--- config.mk ---
export PLATFORM = sky130hd
export DESIGN_NAME = vga_timing_pattern_gen_flat
export DESIGN_NICKNAME = d
export VERILOG_FILES = /design/src/rtl/vga_pkg.sv /design/src/rtl/vga_timing_pattern_gen_if.sv /design/src/rtl/vga_sync_counter.sv /design/src/rtl/vga_timing_pattern_gen.sv /design/src/flat_wrapper.sv
export SDC_FILE = /design/constraint.sdc
export NUM_CORES = 1
export LEC_CHECK = 0
export BUFFER_PORTS_ARGS = -buffer_cell sky130_fd_sc_hd__buf_2
export CAP_MARGIN = 20
export CORE_MARGIN = 2
export CORE_UTILIZATION = 49
export DETAILED_ROUTE_END_ITERATION = 6
export PLACE_DENSITY_LB_ADDON = 0.08
export SLEW_MARGIN = 20
export SYNTH_ARGS = -nofsm -noshare
export SYNTH_HDL_FRONTEND = slang
export SYNTH_SLANG_ARGS = --single-unit
export TNS_END_PERCENT = 5
--- constraint.sdc ---
create_clock -name i_clk -period 2.7 [get_ports i_clk]
set_input_delay 0.405 -clock i_clk [delete_from_list [all_inputs] [get_ports i_clk]]
set_output_delay 0.405 -clock i_clk [all_outputs]
set_load 0.02 [all_outputs]
--- src/rtl/vga_pkg.sv ---
// Shared types, palette and default 640x480@60 timing for the VGA timing/pattern generator.
package vga_pkg;

  typedef enum logic [1:0] {
    PAT_BARS  = 2'd0,
    PAT_CHECK = 2'd1,
    PAT_SOLID = 2'd2,
    PAT_EXT   = 2'd3
  } pat_mode_e;

  typedef logic [23:0] rgb_t;

  localparam int DEF_H_ACTIVE = 640;
  localparam int DEF_H_FP     = 16;
  localparam int DEF_H_SYNC   = 96;
  localparam int DEF_H_BP     = 48;
  localparam int DEF_V_ACTIVE = 480;
  localparam int DEF_V_FP     = 10;
  localparam int DEF_V_SYNC   = 2;
  localparam int DEF_V_BP     = 33;

  // 3-bit index {R,G,B} expanded to full-scale channels
  function automatic rgb_t palette(input logic [2:0] idx);
    return {{8{idx[2]}}, {8{idx[1]}}, {8{idx[0]}}};
  endfunction

endpackage

--- src/rtl/vga_timing_pattern_gen_if.sv ---
// Pixel-stream bundle between the generator (master) and the DAC side / pixel source (slave).
interface vga_timing_pattern_gen_if #(
  parameter int XW = 10,
  parameter int YW = 10
);
  logic [1:0]          mode;
  logic [2:0]          solid_color;
  vga_pkg::rgb_t       ext_rgb;
  logic [XW-1:0]       pixel_x;
  logic [YW-1:0]       pixel_y;
  logic                pixel_tick;
  logic                frame_start;
  logic                hsync;
  logic                vsync;
  logic                video_on;
  logic                syncb;
  vga_pkg::rgb_t       rgb_vga;

  modport master (
    input  mode, solid_color, ext_rgb,
    output pixel_x, pixel_y, pixel_tick, frame_start,
           hsync, vsync, video_on, syncb, rgb_vga
  );

  modport slave (
    output mode, solid_color, ext_rgb,
    input  pixel_x, pixel_y, pixel_tick, frame_start,
           hsync, vsync, video_on, syncb, rgb_vga
  );
endinterface

--- src/rtl/vga_sync_counter.sv ---
// Pixel divider, h/v counters and registered sync/active/frame_start decode.
module vga_sync_counter #(
  parameter int H_ACTIVE = 640,
  parameter int H_FP     = 16,
  parameter int H_SYNC   = 96,
  parameter int H_BP     = 48,
  parameter int V_ACTIVE = 480,
  parameter int V_FP     = 10,
  parameter int V_SYNC   = 2,
  parameter int V_BP     = 33,
  parameter bit SYNC_POL = 1'b0,
  parameter int CLK_DIV  = 2,
  parameter int XW       = 10,
  parameter int YW       = 10
) (
  input  logic          i_clk,
  input  logic          i_rst_n,
  output logic          o_tick,
  output logic [XW-1:0] o_h_cnt,
  output logic [YW-1:0] o_v_cnt,
  output logic          o_first,
  output logic          o_active,
  output logic          o_hsync,
  output logic          o_vsync,
  output logic          o_video_on,
  output logic          o_frame_start
);
  localparam int H_TOT = H_ACTIVE + H_FP + H_SYNC + H_BP;
  localparam int V_TOT = V_ACTIVE + V_FP + V_SYNC + V_BP;
  localparam int DW    = (CLK_DIV > 1) ? $clog2(CLK_DIV) : 1;
  localparam logic [DW-1:0] DIV_LAST = DW'(CLK_DIV - 1);

  if ((H_TOT - 1) >= (1 << XW) || (V_TOT - 1) >= (1 << YW) ||
      (H_ACTIVE % 8) != 0 || CLK_DIV < 1) begin : g_bad_cfg
    $error("vga_sync_counter: counter width or timing configuration invalid");
  end

  logic [DW-1:0] r_div;
  logic          r_run;
  logic [XW-1:0] r_h_cnt;
  logic [YW-1:0] r_v_cnt;
  logic          r_hsync, r_vsync, r_video_on, r_frame_start;
  logic          w_h_last, w_v_last, w_hs, w_vs;

  // r_run keeps the tick low through reset even when CLK_DIV==1
  assign o_tick   = r_run && (r_div == DIV_LAST);
  assign w_h_last = (r_h_cnt == XW'(H_TOT - 1));
  assign w_v_last = (r_v_cnt == YW'(V_TOT - 1));
  assign w_hs     = (r_h_cnt >= XW'(H_ACTIVE + H_FP)) && (r_h_cnt < XW'(H_ACTIVE + H_FP + H_SYNC));
  assign w_vs     = (r_v_cnt >= YW'(V_ACTIVE + V_FP)) && (r_v_cnt < YW'(V_ACTIVE + V_FP + V_SYNC));
  assign o_active = (r_h_cnt < XW'(H_ACTIVE)) && (r_v_cnt < YW'(V_ACTIVE));
  assign o_first  = (r_h_cnt == '0) && (r_v_cnt == '0);

  always_ff @(posedge i_clk or negedge i_rst_n) begin
    if (!i_rst_n) begin
      r_div         <= '0;
      r_run         <= 1'b0;
      r_h_cnt       <= '0;
      r_v_cnt       <= '0;
      r_hsync       <= ~SYNC_POL;
      r_vsync       <= ~SYNC_POL;
      r_video_on    <= 1'b0;
      r_frame_start <= 1'b0;
    end else begin
      r_run         <= 1'b1;
      r_div         <= (r_div == DIV_LAST) ? '0 : r_div + DW'(1);
      r_frame_start <= o_tick && o_first;
      if (o_tick) begin
        r_hsync    <= w_hs ? SYNC_POL : ~SYNC_POL;
        r_vsync    <= w_vs ? SYNC_POL : ~SYNC_POL;
        r_video_on <= o_active;
        if (w_h_last) begin
          r_h_cnt <= '0;
          r_v_cnt <= w_v_last ? '0 : r_v_cnt + YW'(1);
        end else begin
          r_h_cnt <= r_h_cnt + XW'(1);
        end
      end
    end
  end

  assign o_h_cnt       = r_h_cnt;
  assign o_v_cnt       = r_v_cnt;
  assign o_hsync       = r_hsync;
  assign o_vsync       = r_vsync;
  assign o_video_on    = r_video_on;
  assign o_frame_start = r_frame_start;

endmodule

--- src/rtl/vga_timing_pattern_gen.sv ---
// VGA timing generator with per-frame pattern select (bars, checker, solid, external) and registered RGB.
module vga_timing_pattern_gen
  import vga_pkg::*;
#(
  parameter int H_ACTIVE = DEF_H_ACTIVE,
  parameter int H_FP     = DEF_H_FP,
  parameter int H_SYNC   = DEF_H_SYNC,
  parameter int H_BP     = DEF_H_BP,
  parameter int V_ACTIVE = DEF_V_ACTIVE,
  parameter int V_FP     = DEF_V_FP,
  parameter int V_SYNC   = DEF_V_SYNC,
  parameter int V_BP     = DEF_V_BP,
  parameter bit SYNC_POL = 1'b0,
  parameter int CLK_DIV  = 2,
  parameter int CHK_LOG2 = 5,
  parameter int XW       = 10,
  parameter int YW       = 10
) (
  input  logic i_clk,
  input  logic i_rst_n,
  vga_timing_pattern_gen_if.master io_vga
);
  localparam int BAR_W = H_ACTIVE / 8;

  logic          w_tick, w_first, w_active;
  logic [XW-1:0] w_h;
  logic [YW-1:0] w_v;
  logic          w_hsync, w_vsync, w_video_on, w_frame_start;

  vga_sync_counter #(
    .H_ACTIVE(H_ACTIVE), .H_FP(H_FP), .H_SYNC(H_SYNC), .H_BP(H_BP),
    .V_ACTIVE(V_ACTIVE), .V_FP(V_FP), .V_SYNC(V_SYNC), .V_BP(V_BP),
    .SYNC_POL(SYNC_POL), .CLK_DIV(CLK_DIV), .XW(XW), .YW(YW)
  ) u_sync (
    .i_clk        (i_clk),
    .i_rst_n      (i_rst_n),
    .o_tick       (w_tick),
    .o_h_cnt      (w_h),
    .o_v_cnt      (w_v),
    .o_first      (w_first),
    .o_active     (w_active),
    .o_hsync      (w_hsync),
    .o_vsync      (w_vsync),
    .o_video_on   (w_video_on),
    .o_frame_start(w_frame_start)
  );

  logic [XW-1:0] r_bar_px;
  logic [2:0]    r_bar_idx;
  pat_mode_e     r_mode_q, w_mode;
  logic [2:0]    r_colour_q, w_colour;
  rgb_t          r_rgb, w_pat;

  // Pixel (0,0) already uses the selection being latched for the new frame
  assign w_mode   = w_first ? pat_mode_e'(io_vga.mode) : r_mode_q;
  assign w_colour = w_first ? io_vga.solid_color : r_colour_q;

  always_comb begin
    w_pat = '0;
    case (w_mode)
      PAT_BARS:  w_pat = palette(3'd7 - r_bar_idx);
      PAT_CHECK: w_pat = (w_h[CHK_LOG2] ^ w_v[CHK_LOG2]) ? 24'hFFFFFF : 24'h000000;
      PAT_SOLID: w_pat = palette(w_colour);
      PAT_EXT:   w_pat = io_vga.ext_rgb;
      default:   w_pat = '0;
    endcase
  end

  always_ff @(posedge i_clk or negedge i_rst_n) begin
    if (!i_rst_n) begin
      r_bar_px   <= '0;
      r_bar_idx  <= '0;
      r_mode_q   <= PAT_BARS;
      r_colour_q <= '0;
      r_rgb      <= '0;
    end else if (w_tick) begin
      if (w_first) begin
        r_mode_q   <= pat_mode_e'(io_vga.mode);
        r_colour_q <= io_vga.solid_color;
      end
      // bar counters advance across the active span and sit at zero through blanking
      if (w_h < XW'(H_ACTIVE)) begin
        if (r_bar_px == XW'(BAR_W - 1)) begin
          r_bar_px  <= '0;
          r_bar_idx <= r_bar_idx + 3'd1;
        end else begin
          r_bar_px <= r_bar_px + XW'(1);
        end
      end else begin
        r_bar_px  <= '0;
        r_bar_idx <= '0;
      end
      r_rgb <= w_active ? w_pat : '0;
    end
  end

  assign io_vga.pixel_x     = w_h;
  assign io_vga.pixel_y     = w_v;
  assign io_vga.pixel_tick  = w_tick;
  assign io_vga.frame_start = w_frame_start;
  assign io_vga.hsync       = w_hsync;
  assign io_vga.vsync       = w_vsync;
  assign io_vga.video_on    = w_video_on;
  assign io_vga.syncb       = 1'b0;
  assign io_vga.rgb_vga     = r_rgb;

endmodule

--- src/flat_wrapper.sv ---
// flat-port wrapper written by rule: the top's interface ports become plain ports
module vga_timing_pattern_gen_flat import vga_pkg::*;
#(
  parameter int H_ACTIVE = DEF_H_ACTIVE,
  parameter int H_FP     = DEF_H_FP,
  parameter int H_SYNC   = DEF_H_SYNC,
  parameter int H_BP     = DEF_H_BP,
  parameter int V_ACTIVE = DEF_V_ACTIVE,
  parameter int V_FP     = DEF_V_FP,
  parameter int V_SYNC   = DEF_V_SYNC,
  parameter int V_BP     = DEF_V_BP,
  parameter bit SYNC_POL = 1'b0,
  parameter int CLK_DIV  = 2,
  parameter int CHK_LOG2 = 5,
  parameter int XW       = 10,
  parameter int YW       = 10
)
  (i_clk, i_rst_n, io_vga_mode, io_vga_solid_color, io_vga_ext_rgb, io_vga_pixel_x, io_vga_pixel_y, io_vga_pixel_tick, io_vga_frame_start, io_vga_hsync, io_vga_vsync, io_vga_video_on, io_vga_syncb, io_vga_rgb_vga);
  vga_timing_pattern_gen_if #(.XW(XW), .YW(YW)) io_vga_i ();
  input  logic i_clk;
  input  logic i_rst_n;
  input wire logic [$bits(io_vga_i.mode)-1:0] io_vga_mode;
  input wire logic [$bits(io_vga_i.solid_color)-1:0] io_vga_solid_color;
  input wire logic [$bits(io_vga_i.ext_rgb)-1:0] io_vga_ext_rgb;
  output wire logic [$bits(io_vga_i.pixel_x)-1:0] io_vga_pixel_x;
  output wire logic [$bits(io_vga_i.pixel_y)-1:0] io_vga_pixel_y;
  output wire logic [$bits(io_vga_i.pixel_tick)-1:0] io_vga_pixel_tick;
  output wire logic [$bits(io_vga_i.frame_start)-1:0] io_vga_frame_start;
  output wire logic [$bits(io_vga_i.hsync)-1:0] io_vga_hsync;
  output wire logic [$bits(io_vga_i.vsync)-1:0] io_vga_vsync;
  output wire logic [$bits(io_vga_i.video_on)-1:0] io_vga_video_on;
  output wire logic [$bits(io_vga_i.syncb)-1:0] io_vga_syncb;
  output wire logic [$bits(io_vga_i.rgb_vga)-1:0] io_vga_rgb_vga;
  assign io_vga_i.mode = io_vga_mode;
  assign io_vga_i.solid_color = io_vga_solid_color;
  assign io_vga_i.ext_rgb = io_vga_ext_rgb;
  assign io_vga_pixel_x = io_vga_i.pixel_x;
  assign io_vga_pixel_y = io_vga_i.pixel_y;
  assign io_vga_pixel_tick = io_vga_i.pixel_tick;
  assign io_vga_frame_start = io_vga_i.frame_start;
  assign io_vga_hsync = io_vga_i.hsync;
  assign io_vga_vsync = io_vga_i.vsync;
  assign io_vga_video_on = io_vga_i.video_on;
  assign io_vga_syncb = io_vga_i.syncb;
  assign io_vga_rgb_vga = io_vga_i.rgb_vga;
  vga_timing_pattern_gen #(.H_ACTIVE(H_ACTIVE), .H_FP(H_FP), .H_SYNC(H_SYNC), .H_BP(H_BP), .V_ACTIVE(V_ACTIVE), .V_FP(V_FP), .V_SYNC(V_SYNC), .V_BP(V_BP), .SYNC_POL(SYNC_POL), .CLK_DIV(CLK_DIV), .CHK_LOG2(CHK_LOG2), .XW(XW), .YW(YW)) u_core (.i_clk(i_clk), .i_rst_n(i_rst_n), .io_vga(io_vga_i));
endmodule
==> flow_summary.json, run 1 <==
{
  "final_cell_mix": "buf_2, dfrtp_1, nand2_1",
  "drt-wirelength-per-cell_um": 15.5,
  "drcViolationCount": 0,
  "fp.dieH_um": 88.5,
  "holdWs_ns": 0.0715,
  "tightest_slew_ns": 0.573,
  "cp-end-kind": "flip-flop",
  "startpoint_type": "flip-flop",
  "initial_core_util": 0.509,
  "final_antenna_net_count": 0,
  "place.gp.congestion": 0.837,
  "yosysWarnings": 0,
  "drive_gt1_frac": 0.327,
  "p_per_area_nw_per_um2": 885,
  "p_leak_nw": 2.09,
  "final-hold-violation-count": 0,
  "synth-seq-cells": 68,
  "via_per_inst": 5.52,
  "cts_root_buffer": "clkbuf_8",
  "synthCells": 349,
  "syn-cell-area_um2": 3500,
  "post-place-ws_ns": -0.0388,
  "required_ns": 2.93,
  "synth_top_area_share": 0.472,
  "worstPathMaxFanout": 20,
  "cp_slowest_stage_delay_ns": 0.55,
  "finalSetupViolCount": 0,
  "rows": 30,
  "synth_nets": 387,
  "antennaDiodeCount": 0,
  "layout_commonest_cell": "buf_2",
  "num_io_pins": 81,
  "maxSlewViolCount": 0,
  "skew_ns": 0.0109,
  "yosys.area.top_type": "dfrtp_1",
  "core_um2": 6870,
  "finalCritPeriodShare": 0.985,
  "syn_area_per_cell_um2": 10.0,
  "min_period_ns": 2.66,
  "hold_path.class": "in -> async",
  "worstPathCellList": "or4_4 -> or2_4 -> o311a_1 -> or4b_4 -> buf_12 -> o311ai_1",
  "grt_pass1_vias": 2865,
  "layout_setup_ws_ns": 0.0398,
  "crit_arrival_ns": 2.89,
  "cts_setup_buffers": 0,
  "clock_latency_ns": 0.34,
  "cts.clk_slew.worst_paths_ns": 0.07,
  "cts.sinks": 68,
  "io_buffers": 79,
  "synth_top_flop_cell": "dfrtp_1",
  "htree_levels": 3,
  "grt_antenna_before_repair": 0,
  "first_iter_violations": 127,
  "maxSlewHeadroom": 0.607,
  "grt_pass1_wl_mm": 13.5,
  "wirelength_mm": 8.47,
  "ys_seq_area_frac": 0.487,
  "post-dp-hpwl_mm": 6.11,
  "grt-ovfl-total": 0,
  "synthArstFlopShare": 1.00,
  "cts_buffers": 9,
  "maxCapViolCount": 0,
  "ir_worst_vdd_mv": 0.620,
  "grt_setup_unrepaired": "yes",
  "dpl_cell_area_um2": 4160,
  "fmax_ghz": 0.376,
  "clk_path_buf_depth": 2,
  "grt_max_degree": 43,
  "die-area_um2": 7830,
  "gr-usage-all-layers": 0.223,
  "die_w_um": 88.5,
  "synth_edf_count": 0,
  "synth.distinct_cells": 47,
  "finalNetCount": 484,
  "first_pass_iters": 5,
  "status": "completed",
  "path_class": "reg -> reg",
  "ys_top_cells_by_area": "dfrtp_1, o211ai_1, nand2_1",
  "critPathTopFamily": "simple AND/OR/NAND/NOR gates",
  "cpMaxStageDelayCell": "or4_4",
  "via_count": 3015,
  "crit_buf_inv": 1,
  "area_delta_synth_final_pct": 25.8,
  "stdcell_area_um2": 4400,
  "tritoncts": "yes"
}
registers in the layout, indices dropped and copies added, names as in the netlist:
| signal | cells |
|---|---|
| u_core.io_vga.rgb_vga | 24 |
| u_core.r_bar_px | 10 |
| u_core.u_sync.o_h_cnt | 10 |
| u_core.u_sync.o_v_cnt | 10 |
| u_core.r_bar_idx | 3 |
| u_core.r_colour_q | 3 |
| u_core.r_mode_q | 2 |
| u_core.u_sync.o_frame_start | 1 |
| u_core.u_sync.o_hsync | 1 |
| u_core.u_sync.o_video_on | 1 |
| u_core.u_sync.o_vsync | 1 |
| u_core.u_sync.r_div | 1 |
| u_core.u_sync.r_run | 1 |
final cells by class:
class                      instances  area, um^2
clock inverter                     1        30.0
fill                             582        2470
multi-input combinational        249        1680
clock buffer                      14         183
timing repair buffer             108         638
inverter                          10        37.5
tap                               96         120
sequential                        68        1710
final timing paths:
kind,from,end,slack [ns],cells past startpoint
worst max register to register,u_core.u_sync.o_v_cnt[4]$_DFFE_PN0P_,u_core.io_vga.rgb_vga[15]$_DFFE_PN0P_,0.04,6
worst min register to register,u_core.u_sync.r_div$_DFF_PN0_,u_core.u_sync.r_div$_DFF_PN0_,0.45,1
max in group asynchronous,i_rst_n,u_core.u_sync.o_hsync$_DFFE_PN1P_,1.93,2
worst max-delay path,u_core.u_sync.o_v_cnt[4]$_DFFE_PN0P_,u_core.io_vga.rgb_vga[15]$_DFFE_PN0P_,0.04,6
min in group i_clk,io_vga_solid_color[0],u_core.r_colour_q[0]$_DFFE_PN0P_,0.32,2
worst min-delay path,i_rst_n,u_core.u_sync.o_v_cnt[6]$_DFFE_PN0P_,0.07,1
layer usage:
metal / part of all wire / global-route usage
met4: 0.017 / 0.0868
met2: 0.46 / 0.342
met3: 0.054 / 0.0485
met1: 0.47 / 0.312
met5: 0 / 0
logic make-up (layout without fill, tap and decap cells):
group	Yosys count	after routing	synth area share
buf+inv	32	133	0.0440
fa+ha+maj	7	7	0.0250
mux	10	10	0.0304
flops	68	68	0.487
simple gates	129	129	0.190
xor+xnor	21	21	0.0526
compound gates	80	80	0.169
other cells	2	2	0.00215
cells in the mapped netlist, types with 5 or more instances:
cell and count:
dfrtp_1 66, nand2_1 47, o211ai_1 24, nor2_1 19, o311ai_1 19, o21ai_0 18
clkbuf_1 17, xor2_1 11, inv_1 10, nand4_1 10, xnor2_1 10, nand3_1 9
nand2b_1 8, ha_1 7, nor3_1 6, and3_1 5, mux2_2 5, mux2i_1 5
nor4_1 5
where the power goes:
part,switching (mW),internal [mW]
clock,0.361,0.524
sequential,0.201,1.31
combinational,0.888,0.605
total,1.45,2.44
repair_timing:
| item | CTS | global route |
|---|---|---|
| resized for setup | 3 | 3 |
| setup endpoints to repair | 23 | 16 |
| hold buffers | 0 | 0 |
stage by stage:
stage          total power, mW  TNS, ns   util  instances
6_report                  3.89        0  0.640        546
5_1_grt                   4.13   -0.322  0.640        546
4_1_cts                   3.90        0  0.638        546
3_5_place_dp              3.00   -0.200  0.606        531
3_3_place_gp              2.96        0  0.606        531
2_1_floorplan             2.48        0      -        349
Note: power is estimated with default switching activity, not from simulation.
==> inputs of run 2 (changes only) <==
- CORE_UTILIZATION: 49 -> 30
- PLACE_DENSITY_LB_ADDON: 0.08 -> unset
==> run 2 against run 1 <==
Compared with the run above:
- clock skew down 0.0044 ns
- final area increased by 8.4%
- total power rose by 17%
- critical path type unchanged
- largest cell class is now multi-input gates
==> flow_summary.json, run 2 (synthesized netlist as in run 1, its figures left out) <==
{
  "placed_cells": 581,
  "clk_path_buf_depth": 2,
  "skew_ns": 0.00650,
  "final_cell_mix": "buf_2, dfrtp_1, nand2_1",
  "htree_levels": 3,
  "finalCritPeriodShare": 0.993,
  "post-dp-hpwl_mm": 6.39,
  "r2r-start": "u_core.u_sync.o_v_cnt[5]$_DFFE_PN0P_",
  "die-area_um2": 12500,
  "cp-end-kind": "flip-flop",
  "grt-ovfl-total": 0,
  "worstPathMaxFanout": 8,
  "layout_commonest_cell": "buf_2",
  "maxSlewViolCount": 0,
  "ir_worst_vdd_mv": 0.511,
  "grt_antenna_before_repair": 0,
  "startpoint_type": "flip-flop",
  "cts.clk_slew.worst_paths_ns": 0.06,
  "finalNetCount": 490,
  "tightest_slew_ns": 0.578,
  "area_delta_synth_final_pct": 36.4,
  "rows": 39,
  "place.gp.congestion": 0.822,
  "startpoint": "u_core.u_sync.o_v_cnt[5]$_DFFE_PN0P_",
  "cts_root_buffer": "clkbuf_16",
  "status": "completed",
  "cts.hold.buffers_added": 0,
  "required_ns": 2.93,
  "final-hold-violation-count": 0,
  "wirelength_mm": 9.25,
  "clock_latency_ns": 0.33,
  "grt_setup_unrepaired": "yes",
  "holdWs_ns": 0.107,
  "via_per_inst": 5.13,
  "die_w_um": 112,
  "path_class": "reg -> reg",
  "maxCapViolCount": 0,
  "p_switching_mw": 1.67,
  "crit_arrival_ns": 2.91,
  "cts.sinks": 68,
  "drive_gt1_frac": 0.368,
  "min_period_ns": 2.68,
  "final_antenna_net_count": 0,
  "largest_register_ffs": 24,
  "grt_max_degree": 39,
  "first_pass_iters": 5,
  "final_cells": 600,
  "fin_util": 0.418,
  "tritoncts": "yes",
  "io_buffers": 79,
  "gr-usage-all-layers": 0.147,
  "stdcell_area_um2": 4770,
  "initial_core_util": 0.306,
  "grt_pass1_wl_mm": 15.0,
  "pwr-share-comb": 0.383,
  "tns_ns": 0,
  "drt-wirelength-per-cell_um": 15.4,
  "first_iter_violations": 219,
  "core_um2": 11400,
  "sw_frac_of_total": 0.368,
  "hold_path.class": "in -> async",
  "maxSlewHeadroom": 0.611,
  "p_int_mw": 2.88,
  "clockPowerShare": 0.282,
  "drcViolationCount": 0,
  "dpl_cell_area_um2": 4230,
  "antennaDiodeCount": 0,
  "pwr-share-seq": 0.336,
  "finalSetupViolCount": 0,
  "grt_pass1_vias": 2966,
  "p_leak_nw": 2.22,
  "via_count": 3075,
  "fp.dieH_um": 112,
  "cts_buffers": 9,
  "num_io_pins": 81,
  "p_per_area_nw_per_um2": 953,
  "fmax_ghz": 0.373
}
[run 2: cell count changes in the layout (fill, tap and decap cells not counted), moves of 3 or more]
| cell | delta |
|---|---|
| o311ai_4 | +5 |
| clkbuf_16 | +10 |
| o311ai_1 | -12 |
| clkinv_4 | +3 |
| buf_4 | +6 |
| clkbuf_8 | -13 |
| o311ai_2 | +8 |
[run 2: critical path: stages, from the launching register on]
cell and delay, ns:
dfrtp_2 0.40, or4_4 0.54, or2_4 0.26, buf_4 0.14, o211a_4 0.24, or4b_4 0.57
clkbuf_16 0.21, o311ai_2 0.22
[run 2: layout make-up]
| class | instances | area, um^2 |
|---|---|---|
| inverters | 10 | 37.5 |
| fillers | 1119 | 6650 |
| well taps | 143 | 179 |
| multi-input cells | 249 | 1830 |
| repair buffers | 114 | 688 |
| clock inverters | 7 | 100 |
| clock buffers | 9 | 225 |
| flip-flops and latches | 68 | 1710 |
[run 2: routing by layer]
layer	global-route usage	part of all wire
met1	0.204	0.48
met5	0	0
met4	0.0537	0.015
met2	0.230	0.46
met3	0.0289	0.048
[run 2: power groups by stage]
stage | combinational, mW | clock, mW | sequential [mW]
floorplan | 0.711 | 0 | 1.77
global placement | 1.47 | 0 | 1.52
detailed placement | 1.50 | 0 | 1.54
CTS | 1.51 | 1.31 | 1.52
global route | 1.90 | 1.35 | 1.56
finish | 1.74 | 1.28 | 1.53
[run 2: repair_timing]
action,CTS,global route
pin swaps,0,4
setup endpoints to repair,18,23
buffers inserted,0,2
gates cloned,0,1
resized for setup,3,22
[run 2: worst paths after layout]
check,to,slack [ns],depth (start not counted)
setup / recovery,u_core.io_vga.rgb_vga[4]$_DFFE_PN0P_,0.02,7
min in group i_clk,u_core.r_colour_q[2]$_DFFE_PN0P_,0.32,2
setup reg to reg,u_core.io_vga.rgb_vga[4]$_DFFE_PN0P_,0.02,7
max in group asynchronous,u_core.io_vga.rgb_vga[5]$_DFFE_PN0P_,2.21,2
hold reg to reg,u_core.u_sync.r_div$_DFF_PN0_,0.46,1
hold / removal,u_core.u_sync.o_v_cnt[6]$_DFFE_PN0P_,0.11,2
[run 2: per-stage QoR]
step | setup slack, ns | total power, mW
after floorplan | 0.00979 | 2.48
after global placement | 0.0779 | 2.99
after detailed placement | -0.0545 | 3.04
after CTS | -0.00303 | 4.34
after global routing | -0.0418 | 4.82
final | 0.0187 | 4.55
